$ cat src/rtl/snn_pkg.sv
// Shared types and helpers for the spiking-network blocks: synapse FSM states,
// default datapath width and a width-generic saturating adder.
package snn_pkg;

    localparam int WIDTH = 16;
    localparam logic [WIDTH-1:0] SAT_MAX = '1;

    typedef enum logic [1:0] {
        S_IDLE,
        S_READY,
        S_REFRACT
    } syn_state_t;

    // Unsigned a + b clamped to 2^w - 1. Valid for w in 1..32.
    function automatic logic [31:0] sat_add(input logic [31:0] a,
                                            input logic [31:0] b,
                                            input int unsigned w);
        logic [32:0] sum;
        logic [32:0] lim;
        sum = {1'b0, a} + {1'b0, b};
        lim = (33'd1 << w) - 33'd1;
        return (sum > lim) ? lim[31:0] : sum[31:0];
    endfunction

endpackage

$ cat src/rtl/synapse_decay_step.sv
// One step of exponential decay: acc - (acc >> k), with a minimum decrement of
// 1 so a non-zero accumulator always drains to exactly zero.
module synapse_decay_step #(
    parameter int WIDTH = 16
) (
    input  logic [WIDTH-1:0] i_acc,
    input  logic [3:0]       i_k,
    output logic [WIDTH-1:0] o_acc_d
);

    logic [WIDTH-1:0] w_dec;

    // NOTE: every variable written here gets a value on every path first, so
    // no latch is inferred.
    always_comb begin
        w_dec = i_acc >> i_k;
        if (i_acc != '0 && w_dec == '0) begin
            w_dec = WIDTH'(1);
        end
        o_acc_d = i_acc - w_dec;
    end

endmodule

$ cat src/rtl/spike_synapse.sv
// Spike-to-current synapse: accepted rising edges add a weight to a decaying
// accumulator; a refractory window drops closely spaced edges; ISI and count
// are reported for rate decoding.
module spike_synapse #(
    parameter int WIDTH          = snn_pkg::WIDTH,
    parameter int REFRACT_CYCLES = 4,
    parameter int COUNT_W        = 8
) (
    input  logic               clock,
    input  logic               reset,
    input  logic               spike_in,
    input  logic [WIDTH-1:0]   weight,
    input  logic [3:0]         decay_shift,
    output logic [WIDTH-1:0]   current_out,
    output logic [WIDTH-1:0]   isi_out,
    output logic               isi_valid,
    output logic [COUNT_W-1:0] spike_count,
    output logic               refractory
);

    import snn_pkg::*;

    localparam logic [7:0] REFR_LAST = 8'(REFRACT_CYCLES - 1);

    syn_state_t         r_state;
    syn_state_t         w_state_next;
    logic               r_spike_d;
    logic [7:0]         r_refr_cnt;
    logic [WIDTH-1:0]   r_isi_cnt;
    logic [WIDTH-1:0]   r_isi_out;
    logic               r_isi_valid;
    logic [WIDTH-1:0]   r_acc;
    logic [COUNT_W-1:0] r_count;

    logic               w_edge;
    logic               w_accept;
    logic               w_refr_done;
    logic [WIDTH-1:0]   w_acc_d;

    assign w_edge      = spike_in & ~r_spike_d;
    assign w_refr_done = (r_state == S_REFRACT) && (r_refr_cnt == REFR_LAST);

    synapse_decay_step #(.WIDTH(WIDTH)) u_decay (
        .i_acc   (r_acc),
        .i_k     (decay_shift),
        .o_acc_d (w_acc_d)
    );

    // NOTE: state registers use non-blocking assignments so every flop samples
    // the pre-edge values of the others.
    always_ff @(posedge clock or negedge reset) begin
        if (!reset) begin
            r_state <= S_IDLE;
        end else begin
            r_state <= w_state_next;
        end
    end

    // An edge in the last refractory cycle is still dropped.
    always_comb begin
        w_state_next = r_state;
        w_accept     = 1'b0;
        case (r_state)
            S_IDLE, S_READY: begin
                if (w_edge) begin
                    w_accept     = 1'b1;
                    w_state_next = S_REFRACT;
                end
            end
            S_REFRACT: begin
                if (w_refr_done) begin
                    w_state_next = S_READY;
                end
            end
            default: w_state_next = S_IDLE;
        endcase
    end

    always_ff @(posedge clock or negedge reset) begin
        if (!reset) begin
            r_spike_d   <= 1'b0;
            r_refr_cnt  <= '0;
            r_isi_cnt   <= '0;
            r_isi_out   <= '0;
            r_isi_valid <= 1'b0;
            r_acc       <= '0;
            r_count     <= '0;
        end else begin
            r_spike_d   <= spike_in;
            r_isi_valid <= w_accept && (r_state == S_READY);

            if (w_accept) begin
                r_refr_cnt <= '0;
            end else if (r_state == S_REFRACT) begin
                r_refr_cnt <= w_refr_done ? 8'd0 : r_refr_cnt + 8'd1;
            end

            if (w_accept) begin
                r_isi_cnt <= WIDTH'(1);
                r_count   <= COUNT_W'(sat_add(32'(r_count), 32'd1, COUNT_W));
                // Decay first, then add the weight with saturation.
                r_acc     <= WIDTH'(sat_add(32'(w_acc_d), 32'(weight), WIDTH));
                if (r_state == S_READY) begin
                    r_isi_out <= r_isi_cnt;
                end
            end else begin
                r_isi_cnt <= WIDTH'(sat_add(32'(r_isi_cnt), 32'd1, WIDTH));
                r_acc     <= w_acc_d;
            end
        end
    end

    assign current_out = r_acc;
    assign isi_out     = r_isi_out;
    assign isi_valid   = r_isi_valid;
    assign spike_count = r_count;
    assign refractory  = (r_state == S_REFRACT);

endmodule
$ cat config.mk
export PLATFORM = sky130hd
export DESIGN_NAME = spike_synapse
export DESIGN_NICKNAME = d
export VERILOG_FILES = /design/src/rtl/snn_pkg.sv /design/src/rtl/synapse_decay_step.sv /design/src/rtl/spike_synapse.sv
export SDC_FILE = /design/constraint.sdc
export NUM_CORES = 1
export LEC_CHECK = 0
export ABC_CLOCK_PERIOD_IN_PS = 6300
export CAP_MARGIN = 20
export CORE_ASPECT_RATIO = 1.2
export CORE_MARGIN = 2
export CORE_UTILIZATION = 45
export CTS_CLUSTER_SIZE = 12
export DETAILED_ROUTE_END_ITERATION = 10
export GPL_ROUTABILITY_DRIVEN = 0
export PLACE_DENSITY = 0.67
export SYNTH_ARGS = -nofsm -noshare
export SYNTH_HDL_FRONTEND = slang
export SYNTH_SLANG_ARGS = --single-unit
$ cat constraint.sdc
create_clock -name clock -period 6.3 [get_ports clock]
set_input_delay 1.26 -clock clock [delete_from_list [all_inputs] [get_ports clock]]
set_output_delay 1.26 -clock clock [all_outputs]
set_load 0.05 [all_outputs]
==> impl_metrics.toml, run 1 <==
[route]
num_vias = 5164
ant_nets = 0
remaining_drc_errors = 0
drt-vias-per-instance = 5.822
wl_per_cell_um = 17.30
drt_iter0_markers = 185
first_pass_iters = 4
wl_mm = 15.35

[critical_path]
critPathKind = "in2reg"
start_kind = "primary input"
worstPathMaxFanout = 6
timing.rr.start = "current_out[15]"
critPathArrivalTime_ns = 6.20
r2r_end = "current_out[15]"
worstPathRequired_ns = 6.52
reg2reg_slack_ns = 0.93
end_kind = "flip-flop"
r2r_cells = 22

[global_route]
antenna_found_initial = 0
grt_max_degree = 69
globalRouteOverflowTotal = 0
grt_pass1_wl_mm = 25.18
first_global_vias = 5212
grt.total_usage_pct = 23.58

[clock_tree]
cts_hold_buf = 0
cts_root_buffer = "clkbuf_16"
htreeDepth = 3
cts_tree = "done"
clock_latency_ns = 0.33
clk_pin_slew_ns = 0.06
clock_sinks = 68
clk_path_buf_depth = 2
cts_made_buffers = 9

[sta]
period_share_pct = 94.86
worst_pin_slew_ns = 0.8588
setup_viol = 0
fmax_mhz = 167.3
hold_viol_final = 0
fin_ws_ns = 0.3239
min_period_ns = 5.976
slew_headroom_pct = 42.74
finClkSkew_ns = 0.007702
drv_slew = 0

[cells_and_area]
fillCellCount = 1017
design.final.nets = 790
drive_gt1_share_pct = 20.96
syn_to_final_growth_pct = 31.74
antenna_cells = 0
fin_cells = 887

[run_status]
status = "complete, no violations"

[yosys]
synth_mux_area_share_pct = 10.85
yosys-top-cells-area = "dfrtp_1, ha_1, a21oi_1"
synthDominantCellAreaShare_pct = 31.32
yosys_warnings = 0
synth_top_family_by_area = "compound AO/OA/AOI/OAI gates"
synthAdderAreaFrac_pct = 9.719
synth-seq-cells = 68
ys.flop_type = "dfrtp_1"
synth_top_cell_by_area = "dfrtp_1"
synth_cells = 593
synth_xor_area_share_pct = 5.643
synth_edf_count = 0
yosysMostFrequentCell = "dfrtp_1"
ys_types = 73
seq_area_frac_synth_pct = 31.32
synth.avg_cell_area_um2 = 9.161
syn_area_mm2 = 0.005433
syn_nets = 657
synth_compound_area_share_pct = 22.82
synth_common_cells = "dfrtp_1, a21oi_1, nand2_1, ha_1, nor2_1"
synth-simple-area-share_pct = 16.28
async_flop_share_pct = 100.0

[die]
io_pins = 65
initial_core_util_pct = 46.53
die_x_um = 104.3
die_h_um = 124.4
coreArea_mm2 = 0.01167
num_rows = 43
dieArea_mm2 = 0.01297

[run]
drv_cap = 0

[place]
dp_cells = 862
hpwl_mm = 11.50
preCtsSetupSlack_ns = -0.4109
portBuffers = 64

[hold_path]
hp-class = "reg2reg"
min_from = "isi_out[11]"
hold_path_depth = 1
min_to = "isi_out[11]"
-- logic make-up after synthesis --
logic type,count (synthesis)
adders and majority gates,41
xor gates and xnor gates,35
and+or+nand+nor,174
muxes,45
buffers and inverters,42
AOI/OAI and AO/OA,188
DFF,68
-- state kept, by name, summed over array words and instances, names as in the netlist --
name         cells
current_out     16
isi_out         16
r_isi_cnt       16
r_refr_cnt       8
spike_count      8
r_state          2
isi_valid        1
r_spike_d        1
-- timing repair --
| item | 4_1_cts | 5_1_grt |
|---|---|---|
| buffers inserted | 2 | 5 |
| resized for setup | 8 | 28 |
| hold endpoints to repair | 0 | 0 |
| setup endpoints to repair | 4 | 16 |
| cloned | 1 | 2 |
| pin swaps | 12 | 19 |
-- per-layer routing --
metal  wire [um]  up-vias  global-route usage (%)  part of all wire [%]
li1            -     2488                       -                     -
met1        6212     2488                   27.73                    40
met2        7842      137                   41.18                    51
met3         523       51                   3.297                   3.4
met4         769        0                   12.80                   5.0
met5           0        -                       0                     0
-- layout make-up --
class	count	area [um2]	area share, %
timing repair buffer	143	1250	17.47
inverter	21	78.83	1.101
tap	157	196.4	2.745
clock inverter	4	50.05	0.6993
multi-input combinational	483	3637	50.82
sequential	68	1702	23.78
clock buffer	11	242.7	3.392
-- through the flow --
stage | util [%] | cell area, um2 | setup TNS (ns) | hold WS (ns)
finish | 61.30 | 7157 | 0 | 0.5021
global route | 61.30 | 7157 | -0.05412 | 0.5299
CTS | 60.19 | 7027 | 0 | 0.5082
detailed placement | 57.25 | 6684 | -4.694 | 0.4953
global placement | 57.25 | 6684 | -2.969 | 0.4922
floorplan | - | 5433 | 0 | 0.4738
-- layout by cell type (no fill, tap or decap), types with 7 or more instances in the layout --
cell and count:
nor3_1 9, inv_1 20, dfrtp_1 68, nand3_1 17, mux2_2 18, a21o_1 9
clkbuf_16 9, o21ai_0 32, mux4_2 8, nor2_1 38, xor2_1 16, mux2i_1 7
and3_1 12, buf_4 73, clkdlybuf4s50_1 59, ha_1 38, o21a_1 9, nand2_1 47
o21ai_1 8, a21oi_1 62, xnor2_1 19
-- worst max-delay path: stages --
cell and delay (ns):
clkbuf_2 0.11, buf_8 0.14, mux4_2 0.52, a22oi_2 0.18
a21o_1 0.16, nor4b_4 0.19, nand4_1 0.13, o211ai_2 0.20
ha_2 0.20, inv_1 0.06, fa_2 0.39, a211oi_2 0.22
o211ai_1 0.20, a2111oi_2 0.39, o31ai_1 0.12, a21oi_1 0.19
xnor2_1 0.14, ha_1 0.29, o21ai_1 0.15, o211ai_1 0.16
o31ai_2 0.37, buf_4 0.17, o21ai_1 0.06, and3_1 0.19
-- worst max path at each step --
| stage | from | endpoint | slack (ns) | depth (start not counted) |
|---|---|---|---|---|
| after floorplan | decay_shift[0] | current_out[15] | 0.52 | 22 |
| after global placement | decay_shift[0] | current_out[6] | -0.28 | 23 |
| after detailed placement | decay_shift[0] | current_out[15] | -0.41 | 23 |
| after CTS | decay_shift[1] | current_out[15] | 0.002 | 25 |
| after global routing | decay_shift[0] | current_out[15] | -0.03 | 24 |
| final | decay_shift[1] | current_out[15] | 0.32 | 24 |
Power of run 1 is left out: the tool's default activity adds up to more than one toggle a clock period on the data nets, which glitch-free logic cannot reach.
==> run 2, diff against run 1 <==
--- a/config.mk
+++ b/config.mk
@@ -5,6 +5,7 @@
 export SDC_FILE = /design/constraint.sdc
 export NUM_CORES = 1
 export LEC_CHECK = 0
+export ABC_AREA = 1
 export ABC_CLOCK_PERIOD_IN_PS = 6300
 export CAP_MARGIN = 20
 export CORE_ASPECT_RATIO = 1.2
@@ -13,7 +14,7 @@
 export CTS_CLUSTER_SIZE = 12
 export DETAILED_ROUTE_END_ITERATION = 10
 export GPL_ROUTABILITY_DRIVEN = 0
-export PLACE_DENSITY = 0.67
+export PLACE_DENSITY = 0.66
 export SYNTH_ARGS = -nofsm -noshare
 export SYNTH_HDL_FRONTEND = slang
 export SYNTH_SLANG_ARGS = --single-unit
==> run 2 against run 1 <==
  * First-iteration DRC count is 66% higher
  * Global-route usage decreased by 0.70 points
  * Critical path type unchanged
  * Highest routed layer unchanged
  * Synthesized cell count rose by 47%
  * Final area is 4.0% lower
  * Register-to-register slack gained 0.85 ns
  * Fmax increased by 5.1%
  * Worst setup slack improved by 0.29 ns
  * Area after synthesis up 6.3%
  * Routed wire length down 1.1%
==> impl_metrics.toml, run 2 <==
[pwr]
p_per_area_mw_per_mm2 = 626.2
p_leak_nw = 3.462
peakVddDrop_v = 0.0003361

[cells_and_area]
multi_input_area_mm2 = 0.003516
layout_commonest_cell = "nand2_1"
drive_gt1_share_pct = 5.348
antenna_cells = 0
fillCellCount = 1257
seqCellArea_mm2 = 0.001702
design.final.nets = 994
layout_common_cells = "nand2_1, inv_1, nand3_1, nor2_1, dfrtp_1"
syn_to_final_growth_pct = 18.96
finish.instance_area_mm2 = 0.006869

[route]
ant_nets = 0
num_vias = 5739
wl_mm = 15.18
first_pass_iters = 4
drt-vias-per-instance = 5.222
drt_iter0_markers = 307
remaining_drc_errors = 0
wl_per_cell_um = 13.81

[yosys]
synth.avg_cell_area_um2 = 6.645
ys_types = 42
synth_cells = 869
synth-seq-cells = 68
synth_edf_count = 0
syn_area_mm2 = 0.005774
syn_nets = 933
seq_area_frac_synth_pct = 29.47
yosys-top-cells-area = "dfrtp_1, nand2_1, nand3_1"
yosysMostFrequentCell = "nand2_1"
yosys_warnings = 0
ys.flop_type = "dfrtp_1"
async_flop_share_pct = 100.0
synth_common_cells = "nand2_1, inv_1, nand3_1, nor2_1, dfrtp_1"
synth_top_cell_by_area = "dfrtp_1"
synthDominantCellAreaShare_pct = 29.47

[critical_path]
worstPathMaxFanout = 12
critPathKind = "in2reg"
end_kind = "flip-flop"
worstPathRequired_ns = 6.57
start_kind = "primary input"
cp_common_cell = "nand2_1"
cp_slowest_stage_delay_ns = 0.57
critPathSlowestCell = "clkdlybuf4s50_1"
critPathArrivalTime_ns = 5.96

[sta]
period_share_pct = 90.23
setup_tns_ns = 0
hold_viol_final = 0
drv_slew = 0
setup_viol = 0
min_period_ns = 5.685
slew_headroom_pct = 29.02
fmax_mhz = 175.9
worst_pin_slew_ns = 1.064
rsz0062_at_grt = "false"
finClkSkew_ns = 0.005051

[clock_tree]
cts_hold_buf = 0
clk_path_buf_depth = 2
clock_sinks = 68
clock_latency_ns = 0.34
htreeDepth = 3
clk_pin_slew_ns = 0.06
cts_made_buffers = 9
cts_tree = "done"
cts.repair.resized = 0
cts_root_buffer = "clkbuf_16"
post_cts_buffers = 0

[place]
postPlaceCellArea_mm2 = 0.006569
hpwl_mm = 11.68
portBuffers = 64

[global_route]
grt.total_usage_pct = 22.88
grt_pass1_wl_mm = 25.33
grt_max_degree = 69
globalRouteOverflowTotal = 0
antenna_found_initial = 0
first_global_vias = 5418

[die]
io_pins = 65
num_rows = 45
initial_core_util_pct = 45.78
die_x_um = 107.4
coreArea_mm2 = 0.01261
dieArea_mm2 = 0.01376
die_h_um = 128.1

[run_status]
status = "complete, no violations"

[run]
drv_cap = 0

[hold_path]
hp-class = "reg2reg"
## run 2: critical path, delay by kind of cell
kind | cells | cell delay, ns
buffers and inverters | 6 | 1.30
AND/OR/NAND/NOR | 16 | 1.82
AO/OA/AOI/OAI | 3 | 0.57
adder cells (fa/ha/maj) | 3 | 0.98
## run 2: path summary, 6_finish.rpt
kind	startpoint	end	slack, ns	cells past startpoint
hold / removal	isi_out[11]	isi_out[11]	0.48	2
min in group asynchronous	reset	r_isi_cnt[3]	1.12	2
setup / recovery	decay_shift[3]	current_out[15]	0.62	28
setup reg to reg	current_out[5]	current_out[15]	1.78	29
max in group asynchronous	reset	spike_count[7]	4.63	2
hold reg to reg	isi_out[11]	isi_out[11]	0.48	2
## run 2: power by group
part	total [mW]	leakage [nW]	switching [mW]	internal, mW
Sequential	0.784	0.859	0.192	0.592
Clock	0.509	0.138	0.201	0.308
Combinational	3.01	2.46	1.93	1.08
## run 2: layout make-up
type,instances,share of cell area [%]
multi-input cells,657,51.18
flip-flops and latches,68,24.77
repair buffers,70,9.909
inverters,124,6.776
clock buffers,9,3.279
well taps,164,2.987
clock inverters,7,1.093
## run 2: cell families after synthesis
kind of cell / Yosys count / synth area share (%)
AND/OR/NAND/NOR: 472 / 36.08
AO/OA/AOI/OAI: 115 / 11.22
XOR/XNOR: 29 / 4.399
buffers and inverters: 144 / 9.686
flip-flops: 68 / 29.47
adder cells (fa/ha/maj): 41 / 9.144
## run 2: stage by stage
step                hold slack, ns  worst slack, ns  power [mW]  util (%)  cells
floorplan                   0.5023            1.374       3.029         -    869
global placement            0.4681           0.4215       3.764     52.08   1083
detailed placement          0.4727           0.3496       3.775     52.08   1083
CTS                         0.4874           0.6872       4.301     54.46   1099
global route                0.5169           0.1382       4.753     54.46   1099
finish                      0.4841           0.6153       4.302     54.46   1099
## run 2: per-layer routing
metal | vias to the layer above | share of wire (%) | global-route usage, %
met4 | 0 | 2.4 | 8.974
met1 | 2623 | 46 | 30.06
met2 | 145 | 47 | 37.68
li1 | 2941 | - | -
met3 | 30 | 4.3 | 3.660
met5 | - | 0 | 0
Note: power is estimated with default switching activity, not from simulation.
==> run 3, diff against run 2 <==
--- a/config.mk
+++ b/config.mk
@@ -15,6 +15,7 @@
 export DETAILED_ROUTE_END_ITERATION = 10
 export GPL_ROUTABILITY_DRIVEN = 0
 export PLACE_DENSITY = 0.66
+export SKIP_LAST_GASP = 1
 export SYNTH_ARGS = -nofsm -noshare
 export SYNTH_HDL_FRONTEND = slang
 export SYNTH_SLANG_ARGS = --single-unit
==> results of run 3 <==
No change in the layout: final DEF, timing and power equal those of run 2.
